--- config.mk ---
export PLATFORM = sky130hd
export DESIGN_NAME = debug_unit_flat
export DESIGN_NICKNAME = d
export VERILOG_FILES = /design/src/rtl/debug_unit_pkg.sv /design/src/rtl/debug_unit_if.sv /design/src/rtl/debug_unit_dump_serializer.sv /design/src/rtl/debug_unit.sv /design/src/flat_wrapper.sv
export SDC_FILE = /design/constraint.sdc
export NUM_CORES = 2
export LEC_CHECK = 0
export CORE_MARGIN = 2
export CORE_UTILIZATION = 45
export CTS_CLUSTER_SIZE = 24
export DETAILED_ROUTE_END_ITERATION = 10
export MAX_ROUTING_LAYER = met4
export PLACE_DENSITY = 0.86
export SYNTH_ARGS = -nofsm -noshare
export SYNTH_HDL_FRONTEND = slang
export SYNTH_HIERARCHICAL = 1
export SYNTH_SLANG_ARGS = --single-unit
--- constraint.sdc ---
create_clock -name i_clk -period 2.2 [get_ports i_clk]
set_input_delay 0.55 -clock i_clk [delete_from_list [all_inputs] [get_ports i_clk]]
set_output_delay 0.55 -clock i_clk [all_outputs]
set_load 0.02 [all_outputs]
--- src/rtl/debug_unit_pkg.sv ---
// ============================================================================
// Module      : debug_unit_pkg
// Description : Shared widths, command codes and FSM states of the debug unit.
// Revision    : 1.0 - initial release
// ============================================================================
`default_nettype none

package debug_unit_pkg;

    localparam int LEN       = 32;
    localparam int NB_BYTE   = 8;
    localparam int IM_DEPTH  = 256;

    localparam int NB_IF_ID  = 96;
    localparam int NB_ID_EX  = 224;
    localparam int NB_EX_MEM = 128;
    localparam int NB_MEM_WB = 96;
    localparam int NB_DUMP   = NB_IF_ID + NB_ID_EX + NB_EX_MEM + NB_MEM_WB;
    localparam int N_DUMP_BYTES = NB_DUMP / NB_BYTE;

    localparam logic [LEN-1:0] HALT_WORD = 32'hFFFF_FFFF;

    localparam logic [NB_BYTE-1:0] CMD_LOAD  = 8'h01;
    localparam logic [NB_BYTE-1:0] CMD_RUN   = 8'h02;
    localparam logic [NB_BYTE-1:0] CMD_STEP  = 8'h03;
    localparam logic [NB_BYTE-1:0] CMD_EXEC  = 8'h04;
    localparam logic [NB_BYTE-1:0] CMD_ABORT = 8'h05;

    typedef enum logic [2:0] {
        ST_IDLE       = 3'd0,
        ST_LOAD_BYTE  = 3'd1,
        ST_LOAD_WRITE = 3'd2,
        ST_RUN        = 3'd3,
        ST_STEP_WAIT  = 3'd4,
        ST_STEP_EXEC  = 3'd5,
        ST_DUMP_SEND  = 3'd6,
        ST_DUMP_WAIT  = 3'd7
    } state_t;

endpackage

`default_nettype wire

--- src/rtl/debug_unit_if.sv ---
// ============================================================================
// Module      : debug_unit_if
// Description : UART, instruction-load and pipeline-control bundle.
// Revision    : 1.0 - initial release
// ============================================================================
`default_nettype none

interface debug_unit_if
    import debug_unit_pkg::*;
();

    logic [NB_BYTE-1:0] i_rx_data;
    logic               i_rx_done;
    logic               i_tx_done;
    logic               i_halt;
    logic [NB_DUMP-1:0] i_dump_data;
    logic               o_wea_mem_instr;
    logic [LEN-1:0]     o_addr_mem_instr;
    logic [LEN-1:0]     o_dato_mem_instr;
    logic               o_pipe_rst;
    logic               o_pipe_enable;
    logic [NB_BYTE-1:0] o_tx_data;
    logic               o_tx_start;
    logic               o_busy;

    // The debug unit drives the pipeline and UART, so it is the master.
    modport master (
        input  i_rx_data, i_rx_done, i_tx_done, i_halt, i_dump_data,
        output o_wea_mem_instr, o_addr_mem_instr, o_dato_mem_instr,
               o_pipe_rst, o_pipe_enable, o_tx_data, o_tx_start, o_busy
    );

    modport slave (
        output i_rx_data, i_rx_done, i_tx_done, i_halt, i_dump_data,
        input  o_wea_mem_instr, o_addr_mem_instr, o_dato_mem_instr,
               o_pipe_rst, o_pipe_enable, o_tx_data, o_tx_start, o_busy
    );

endinterface

`default_nettype wire

--- src/rtl/debug_unit_dump_serializer.sv ---
// ============================================================================
// Module      : dump_serializer
// Description : Captures the latch snapshot and sends it MSB-first over UART.
// Revision    : 1.0 - initial release
// ============================================================================
`default_nettype none

module dump_serializer
    import debug_unit_pkg::*;
(
    input  logic               i_clk,
    input  logic               i_rst,
    input  logic               i_capture,
    input  logic [NB_DUMP-1:0] i_dump_data,
    input  logic               i_tx_done,
    output logic [NB_BYTE-1:0] o_tx_data,
    output logic               o_tx_start,
    output logic               o_done
);

    localparam int c_cnt_w = $clog2(N_DUMP_BYTES + 1);

    logic [NB_DUMP-1:0] r_shift;
    logic [c_cnt_w-1:0] r_count;
    logic               r_active;
    logic               r_tx_start;
    logic               w_waiting;

    // Waiting for tx_done is every active cycle that is not the start cycle.
    assign w_waiting  = r_active & ~r_tx_start;
    assign o_done     = w_waiting & i_tx_done & (r_count == c_cnt_w'(N_DUMP_BYTES - 1));
    assign o_tx_data  = r_shift[NB_DUMP-1 -: NB_BYTE];
    assign o_tx_start = r_tx_start;

    always_ff @(posedge i_clk) begin
        if (!i_rst) begin
            r_shift    <= '0;
            r_count    <= '0;
            r_active   <= 1'b0;
            r_tx_start <= 1'b0;
        end else if (i_capture) begin
            r_shift    <= i_dump_data;
            r_count    <= '0;
            r_active   <= 1'b1;
            r_tx_start <= 1'b1;
        end else if (r_tx_start) begin
            r_tx_start <= 1'b0;
        end else if (w_waiting && i_tx_done) begin
            r_shift <= r_shift << NB_BYTE;
            r_count <= r_count + 1'b1;
            if (o_done) begin
                r_active <= 1'b0;
            end else begin
                r_tx_start <= 1'b1;
            end
        end
    end

endmodule

`default_nettype wire

--- src/rtl/debug_unit.sv ---
// ============================================================================
// Module      : debug_unit
// Description : Host command FSM: instruction load, run/step control, dumps.
// Revision    : 1.0 - initial release
// ============================================================================
`default_nettype none

module debug_unit
    import debug_unit_pkg::*;
(
    input  logic         i_clk,
    input  logic         i_rst,
    debug_unit_if.master bus
);

    state_t           r_state;
    logic             r_step_mode;
    logic             r_halt_seen;
    logic             r_pipe_rst;
    logic             r_pipe_enable;
    logic             r_wea;
    logic [1:0]       r_byte_cnt;
    logic [LEN-1:0]   r_word;
    logic [LEN-1:0]   r_addr;
    logic             w_capture;
    logic             w_dump_done;

    // Snapshot is taken on the edge that ends the last enabled cycle.
    assign w_capture = ((r_state == ST_RUN) && bus.i_halt && r_pipe_enable) ||
                       (r_state == ST_STEP_EXEC);

    dump_serializer u_dump_serializer (
        .i_clk       (i_clk),
        .i_rst       (i_rst),
        .i_capture   (w_capture),
        .i_dump_data (bus.i_dump_data),
        .i_tx_done   (bus.i_tx_done),
        .o_tx_data   (bus.o_tx_data),
        .o_tx_start  (bus.o_tx_start),
        .o_done      (w_dump_done)
    );

    assign bus.o_wea_mem_instr  = r_wea;
    assign bus.o_addr_mem_instr = r_addr;
    assign bus.o_dato_mem_instr = r_word;
    assign bus.o_pipe_rst       = r_pipe_rst;
    assign bus.o_pipe_enable    = r_pipe_enable;
    assign bus.o_busy           = (r_state != ST_IDLE);

    always_ff @(posedge i_clk) begin
        if (!i_rst) begin
            r_state       <= ST_IDLE;
            r_step_mode   <= 1'b0;
            r_halt_seen   <= 1'b0;
            r_pipe_rst    <= 1'b0;
            r_pipe_enable <= 1'b0;
            r_wea         <= 1'b0;
            r_byte_cnt    <= '0;
            r_word        <= '0;
            r_addr        <= '0;
        end else begin
            r_wea <= 1'b0;
            unique case (r_state)
                ST_IDLE: begin
                    if (bus.i_rx_done) begin
                        case (bus.i_rx_data)
                            CMD_LOAD: begin
                                r_state    <= ST_LOAD_BYTE;
                                r_addr     <= '0;
                                r_byte_cnt <= '0;
                            end
                            CMD_RUN: begin
                                r_state       <= ST_RUN;
                                r_step_mode   <= 1'b0;
                                r_pipe_rst    <= 1'b1;
                                r_pipe_enable <= 1'b1;
                            end
                            CMD_STEP: begin
                                r_state     <= ST_STEP_WAIT;
                                r_step_mode <= 1'b1;
                                r_halt_seen <= 1'b0;
                                r_pipe_rst  <= 1'b1;
                            end
                            default: ;
                        endcase
                    end
                end
                ST_LOAD_BYTE: begin
                    if (bus.i_rx_done) begin
                        r_word <= {r_word[LEN-NB_BYTE-1:0], bus.i_rx_data};
                        if (r_byte_cnt == 2'd3) begin
                            r_byte_cnt <= '0;
                            r_wea      <= 1'b1;
                            r_state    <= ST_LOAD_WRITE;
                        end else begin
                            r_byte_cnt <= r_byte_cnt + 1'b1;
                        end
                    end
                end
                ST_LOAD_WRITE: begin
                    r_addr <= r_addr + 1'b1;
                    if ((r_word == HALT_WORD) || (r_addr == LEN'(IM_DEPTH - 1))) begin
                        r_state <= ST_IDLE;
                    end else begin
                        r_state <= ST_LOAD_BYTE;
                    end
                end
                ST_RUN: begin
                    if (bus.i_halt && r_pipe_enable) begin
                        r_pipe_enable <= 1'b0;
                        r_state       <= ST_DUMP_SEND;
                    end
                end
                ST_STEP_WAIT: begin
                    if (bus.i_rx_done) begin
                        if (bus.i_rx_data == CMD_EXEC) begin
                            r_pipe_enable <= 1'b1;
                            r_state       <= ST_STEP_EXEC;
                        end else if (bus.i_rx_data == CMD_ABORT) begin
                            r_pipe_rst <= 1'b0;
                            r_state    <= ST_IDLE;
                        end
                    end
                end
                ST_STEP_EXEC: begin
                    r_pipe_enable <= 1'b0;
                    r_halt_seen   <= bus.i_halt;
                    r_state       <= ST_DUMP_SEND;
                end
                ST_DUMP_SEND: begin
                    r_state <= ST_DUMP_WAIT;
                end
                ST_DUMP_WAIT: begin
                    if (w_dump_done) begin
                        // A halted program cannot be stepped further.
                        if (!r_step_mode || r_halt_seen) begin
                            r_pipe_rst <= 1'b0;
                            r_state    <= ST_IDLE;
                        end else begin
                            r_state <= ST_STEP_WAIT;
                        end
                    end else if (bus.i_tx_done) begin
                        r_state <= ST_DUMP_SEND;
                    end
                end
                default: r_state <= ST_IDLE;
            endcase
        end
    end

endmodule

`default_nettype wire

--- src/flat_wrapper.sv ---
// flat-port wrapper written by rule: the top's interface ports become plain ports
module debug_unit_flat import debug_unit_pkg::*;
  (i_clk, i_rst, bus_i_rx_data, bus_i_rx_done, bus_i_tx_done, bus_i_halt, bus_i_dump_data, bus_o_wea_mem_instr, bus_o_addr_mem_instr, bus_o_dato_mem_instr, bus_o_pipe_rst, bus_o_pipe_enable, bus_o_tx_data, bus_o_tx_start, bus_o_busy);
  debug_unit_if bus_i ();
  input  logic i_clk;
  input  logic i_rst;
  input wire logic [$bits(bus_i.i_rx_data)-1:0] bus_i_rx_data;
  input wire logic [$bits(bus_i.i_rx_done)-1:0] bus_i_rx_done;
  input wire logic [$bits(bus_i.i_tx_done)-1:0] bus_i_tx_done;
  input wire logic [$bits(bus_i.i_halt)-1:0] bus_i_halt;
  input wire logic [$bits(bus_i.i_dump_data)-1:0] bus_i_dump_data;
  output wire logic [$bits(bus_i.o_wea_mem_instr)-1:0] bus_o_wea_mem_instr;
  output wire logic [$bits(bus_i.o_addr_mem_instr)-1:0] bus_o_addr_mem_instr;
  output wire logic [$bits(bus_i.o_dato_mem_instr)-1:0] bus_o_dato_mem_instr;
  output wire logic [$bits(bus_i.o_pipe_rst)-1:0] bus_o_pipe_rst;
  output wire logic [$bits(bus_i.o_pipe_enable)-1:0] bus_o_pipe_enable;
  output wire logic [$bits(bus_i.o_tx_data)-1:0] bus_o_tx_data;
  output wire logic [$bits(bus_i.o_tx_start)-1:0] bus_o_tx_start;
  output wire logic [$bits(bus_i.o_busy)-1:0] bus_o_busy;
  assign bus_i.i_rx_data = bus_i_rx_data;
  assign bus_i.i_rx_done = bus_i_rx_done;
  assign bus_i.i_tx_done = bus_i_tx_done;
  assign bus_i.i_halt = bus_i_halt;
  assign bus_i.i_dump_data = bus_i_dump_data;
  assign bus_o_wea_mem_instr = bus_i.o_wea_mem_instr;
  assign bus_o_addr_mem_instr = bus_i.o_addr_mem_instr;
  assign bus_o_dato_mem_instr = bus_i.o_dato_mem_instr;
  assign bus_o_pipe_rst = bus_i.o_pipe_rst;
  assign bus_o_pipe_enable = bus_i.o_pipe_enable;
  assign bus_o_tx_data = bus_i.o_tx_data;
  assign bus_o_tx_start = bus_i.o_tx_start;
  assign bus_o_busy = bus_i.o_busy;
  debug_unit u_core (.i_clk(i_clk), .i_rst(i_rst), .bus(bus_i));
endmodule
==> metrics.cfg <==
[floorplanning]
floorplan.die.width_um=247
core_sq_um=57900
die_area_sq_um=60900
initial_core_util=0.458
pin_count=634
floorplan.die.height_um=247
rows=88

[critical_path]
reg2reg_depth=9
critPathRequiredTime_ps=2710
critPathMaxStageDelay_ps=430
setup.worst_path.start=u_core/r_state[2]
critical_path.n_buffers_inverters=4
cp.arrival_ps=2680
worst-path-max-fanout=85
crit_chain=buf_4 > nand2b_1 > nor2_1 > o21a_2 > inv_8 > buf_12 > buf_16 > o21ai_0 > a31oi_1
criticalPathCategory=flop to flop
critical_path.startpoint_type=flop
path_depth=9
critical-path-top-delay-family=buffers and inverters
rr_endpoint=u_core/u_dump_serializer/r_shift[359]
worst_case_register_to_register_setup_slack_ps=30
cp_max_delay_cell=dfxtp_1
endpoint_kind=flop
worst_r2r_startpoint=u_core/r_state[2]

[placed_design]
io_buffer_count=633
dpl_cell_area_sq_um=34700
hpwlAfterDp_um=66200
gp_congestion=0.977

[global_routing]
globalRouteOverflowTotal=0
pin_count_of_the_biggest_net_entering_global_routing=116
initial_antenna_violation_count=25
grt_use_total=0.301
wire_length_of_the_first_global_routing_pass_um=143000
grt_pass1_vias=26700

[routing]
dr_vias=28700
drtAntennaViolNets=0
drc_errors=0
post_detailed_route_via_to_cell_ratio=5.79
wl_um=93900
drt_iter0_markers=3015
average_wire_length_per_cell_after_detail_routing_um=19.0
detailedRoute.firstPassIterationCount=7

[timing]
hold_viol_final=0
max_slew.worst_pin.slew_ps=705
finalCritPeriodShare=0.987
setup_viol=0
finalClockSkew_ps=21.2
slew_headroom=0.526
finalMaxSlewViolations=0
fmaxAchievable_ghz=0.460
period_needed_ps=2170
fin_setup_tns_ps=0

[worst_hold_path]
min-delay-path-class=input port to flop
endpoint_of_the_worst_hold_timing_path=u_core/u_dump_serializer/r_shift[92]
worstHoldStart=i_rst
holdPathStages=3

[cts]
cts_root_buffer=clkbuf_16
cts_hold_buf=0
tritoncts_clock_tree=yes
clock_latency_ps=600
cts_buffers=66
clock_path_buffers=3
clock_pin_transition_on_the_worst_setup_and_hold_timing_paths_ps=60
h-tree-depth=3
cts_sinks=627

[finish]
post_route_cells_drive_above_1_share=0.0867
finish.instance_area_sq_um=36900
finalNetCount=4668
areaGrowthSynthToFinish_pct=39.4
fill_cells=4684
layout.core_utilization=0.638

[synthesis]
syn-num-nets=4069
synth-warning-count=6
synthesis.area_sq_um=26500
synth_enable_flop_cells=0
flip_flop_cell_with_the_highest_count_after_synthesis=dfxtp_1
post_synth_main_area_contributors=dfxtp_1 47%, nand2_1 16%, a31oi_1 12%
area_share_of_the_largest_cell_type_after_synthesis=0.474
synth-seq-cells=627
synth_area_leader_cell=dfxtp_1
post_synth_most_frequent_cells=1138 x nand2_1, 627 x dfxtp_1, 554 x o21ai_0, 523 x a31oi_1, 176 x clkbuf_1
synth_async_sr_flop_share=0
post_synth_cell_types=57
average_size_of_a_mapped_cell_sq_um=7.55
seq_area_frac_synth=0.474
post_synth_inst_count=3509
synth_most_common_cell=nand2_1

[flow_run]
cap_violations=0

[status]
outcome=complete, no violations

[pwr]
power-per-cell-area_nw_per_um2=682
report.power.total_uw=25200
power.static_leakage_uw=0.0126
ir_drop_mv=0.591

==> registers in the layout (all words and copies together) (netlist names) <==
register / flops
u_core/r_byte_cnt: 2
u_core/bus.o_pipe_rst: 1
u_core/u_dump_serializer/r_shift: 544
u_core/bus.o_dato_mem_instr: 32
u_core/bus.o_addr_mem_instr: 32
u_core/u_dump_serializer/o_tx_start: 1
u_core/r_state: 3
u_core/bus.o_wea_mem_instr: 1
u_core/r_halt_seen: 1
u_core/bus.o_pipe_enable: 1
u_core/r_step_mode: 1
u_core/u_dump_serializer/r_active: 1
u_core/u_dump_serializer/r_count: 7
==> placed cells by master, fill, tap and decap left out, types with 10 or more instances in the layout <==
cell type	count
diode_2	34
a211oi_1	20
o21ai_0	554
nor2_1	43
a31oi_1	523
clkbuf_1	15
a21oi_1	59
nor4_1	11
inv_1	10
buf_4	179
nor3_1	20
nand4_1	26
buf_12	54
clkdlybuf4s50_1	579
nand2_1	1138
clkbuf_8	12
clkbuf_16	68
dlymetal6s2s_1	11
dlygate4sd2_1	41
dfxtp_1	625
nand3_1	22
xnor2_1	16
==> cells by family after synthesis <==
logic type | synth area share
simple gates | 0.200
xor+xnor | 0.00694
mux | 0.000850
flops | 0.474
compound gates | 0.257
buf+inv | 0.0599
fa+ha+maj | 0.00142
==> metrics by stage <==
| step | std cells | setup slack, ps | hold slack [ps] |
|---|---|---|---|
| 6_report | 4951 | 28.3 | 359 |
| 5_1_grt | 4943 | -20.0 | 352 |
| 4_1_cts | 4917 | 0.245 | 316 |
| 3_5_place_dp | 4804 | -578 | 458 |
| 3_3_place_gp | 4804 | -578 | 451 |
| 2_1_floorplan | 3509 | 4.42 | 443 |
==> worst max-delay path by stage <==
stage                                                       end
after floorplan                 u_core/bus.o_addr_mem_instr[26]
after CTS                               bus_o_dato_mem_instr[6]
after detailed placement        u_core/bus.o_addr_mem_instr[20]
final                     u_core/u_dump_serializer/r_shift[359]
after global placement          u_core/bus.o_addr_mem_instr[26]
after global routing                      u_core/bus.o_pipe_rst
==> timing repair <==
action | CTS | global route
endpoints found under the setup margin | 44 | 24
resized for setup | 47 | 18
buffers inserted | 1 | 1
pin swaps | 1 | 2
==> layout make-up <==
class                   instances  area, sq um  area share
flip-flops and latches        627        12600       0.340
repair buffers                867         8760       0.237
clock buffers                  95         1920      0.0521
clock inverters                17          204     0.00552
diodes                         34         85.1     0.00230
inverters                      12         52.6     0.00142
well taps                     765          957      0.0259
multi-input cells            2534        12400       0.336
==> routing by layer <==
metal,up-vias,share of wire,global-route usage
li1,13500,-,-
met1,13400,0.39,0.368
met2,1475,0.47,0.473
met3,306,0.080,0.0509
met4,0,0.054,0.166
met5,-,0,-
==> report_power, final <==
group | total (uW) | switching [uW] | internal [uW]
registers | 11700 | 153 | 11600
logic | 2330 | 1000 | 1330
clock network | 11100 | 4680 | 6450
==> worst register-to-register path: stages, from the launching register on <==
cell and delay [ps]:
dfxtp_1 430, buf_4 190, nand2b_1 160, nor2_1 60, o21a_2 240, inv_8 110, buf_12 180, buf_16 290
o21ai_0 220, a31oi_1 210
No activity file was read; power rests on OpenSTA's default activity.
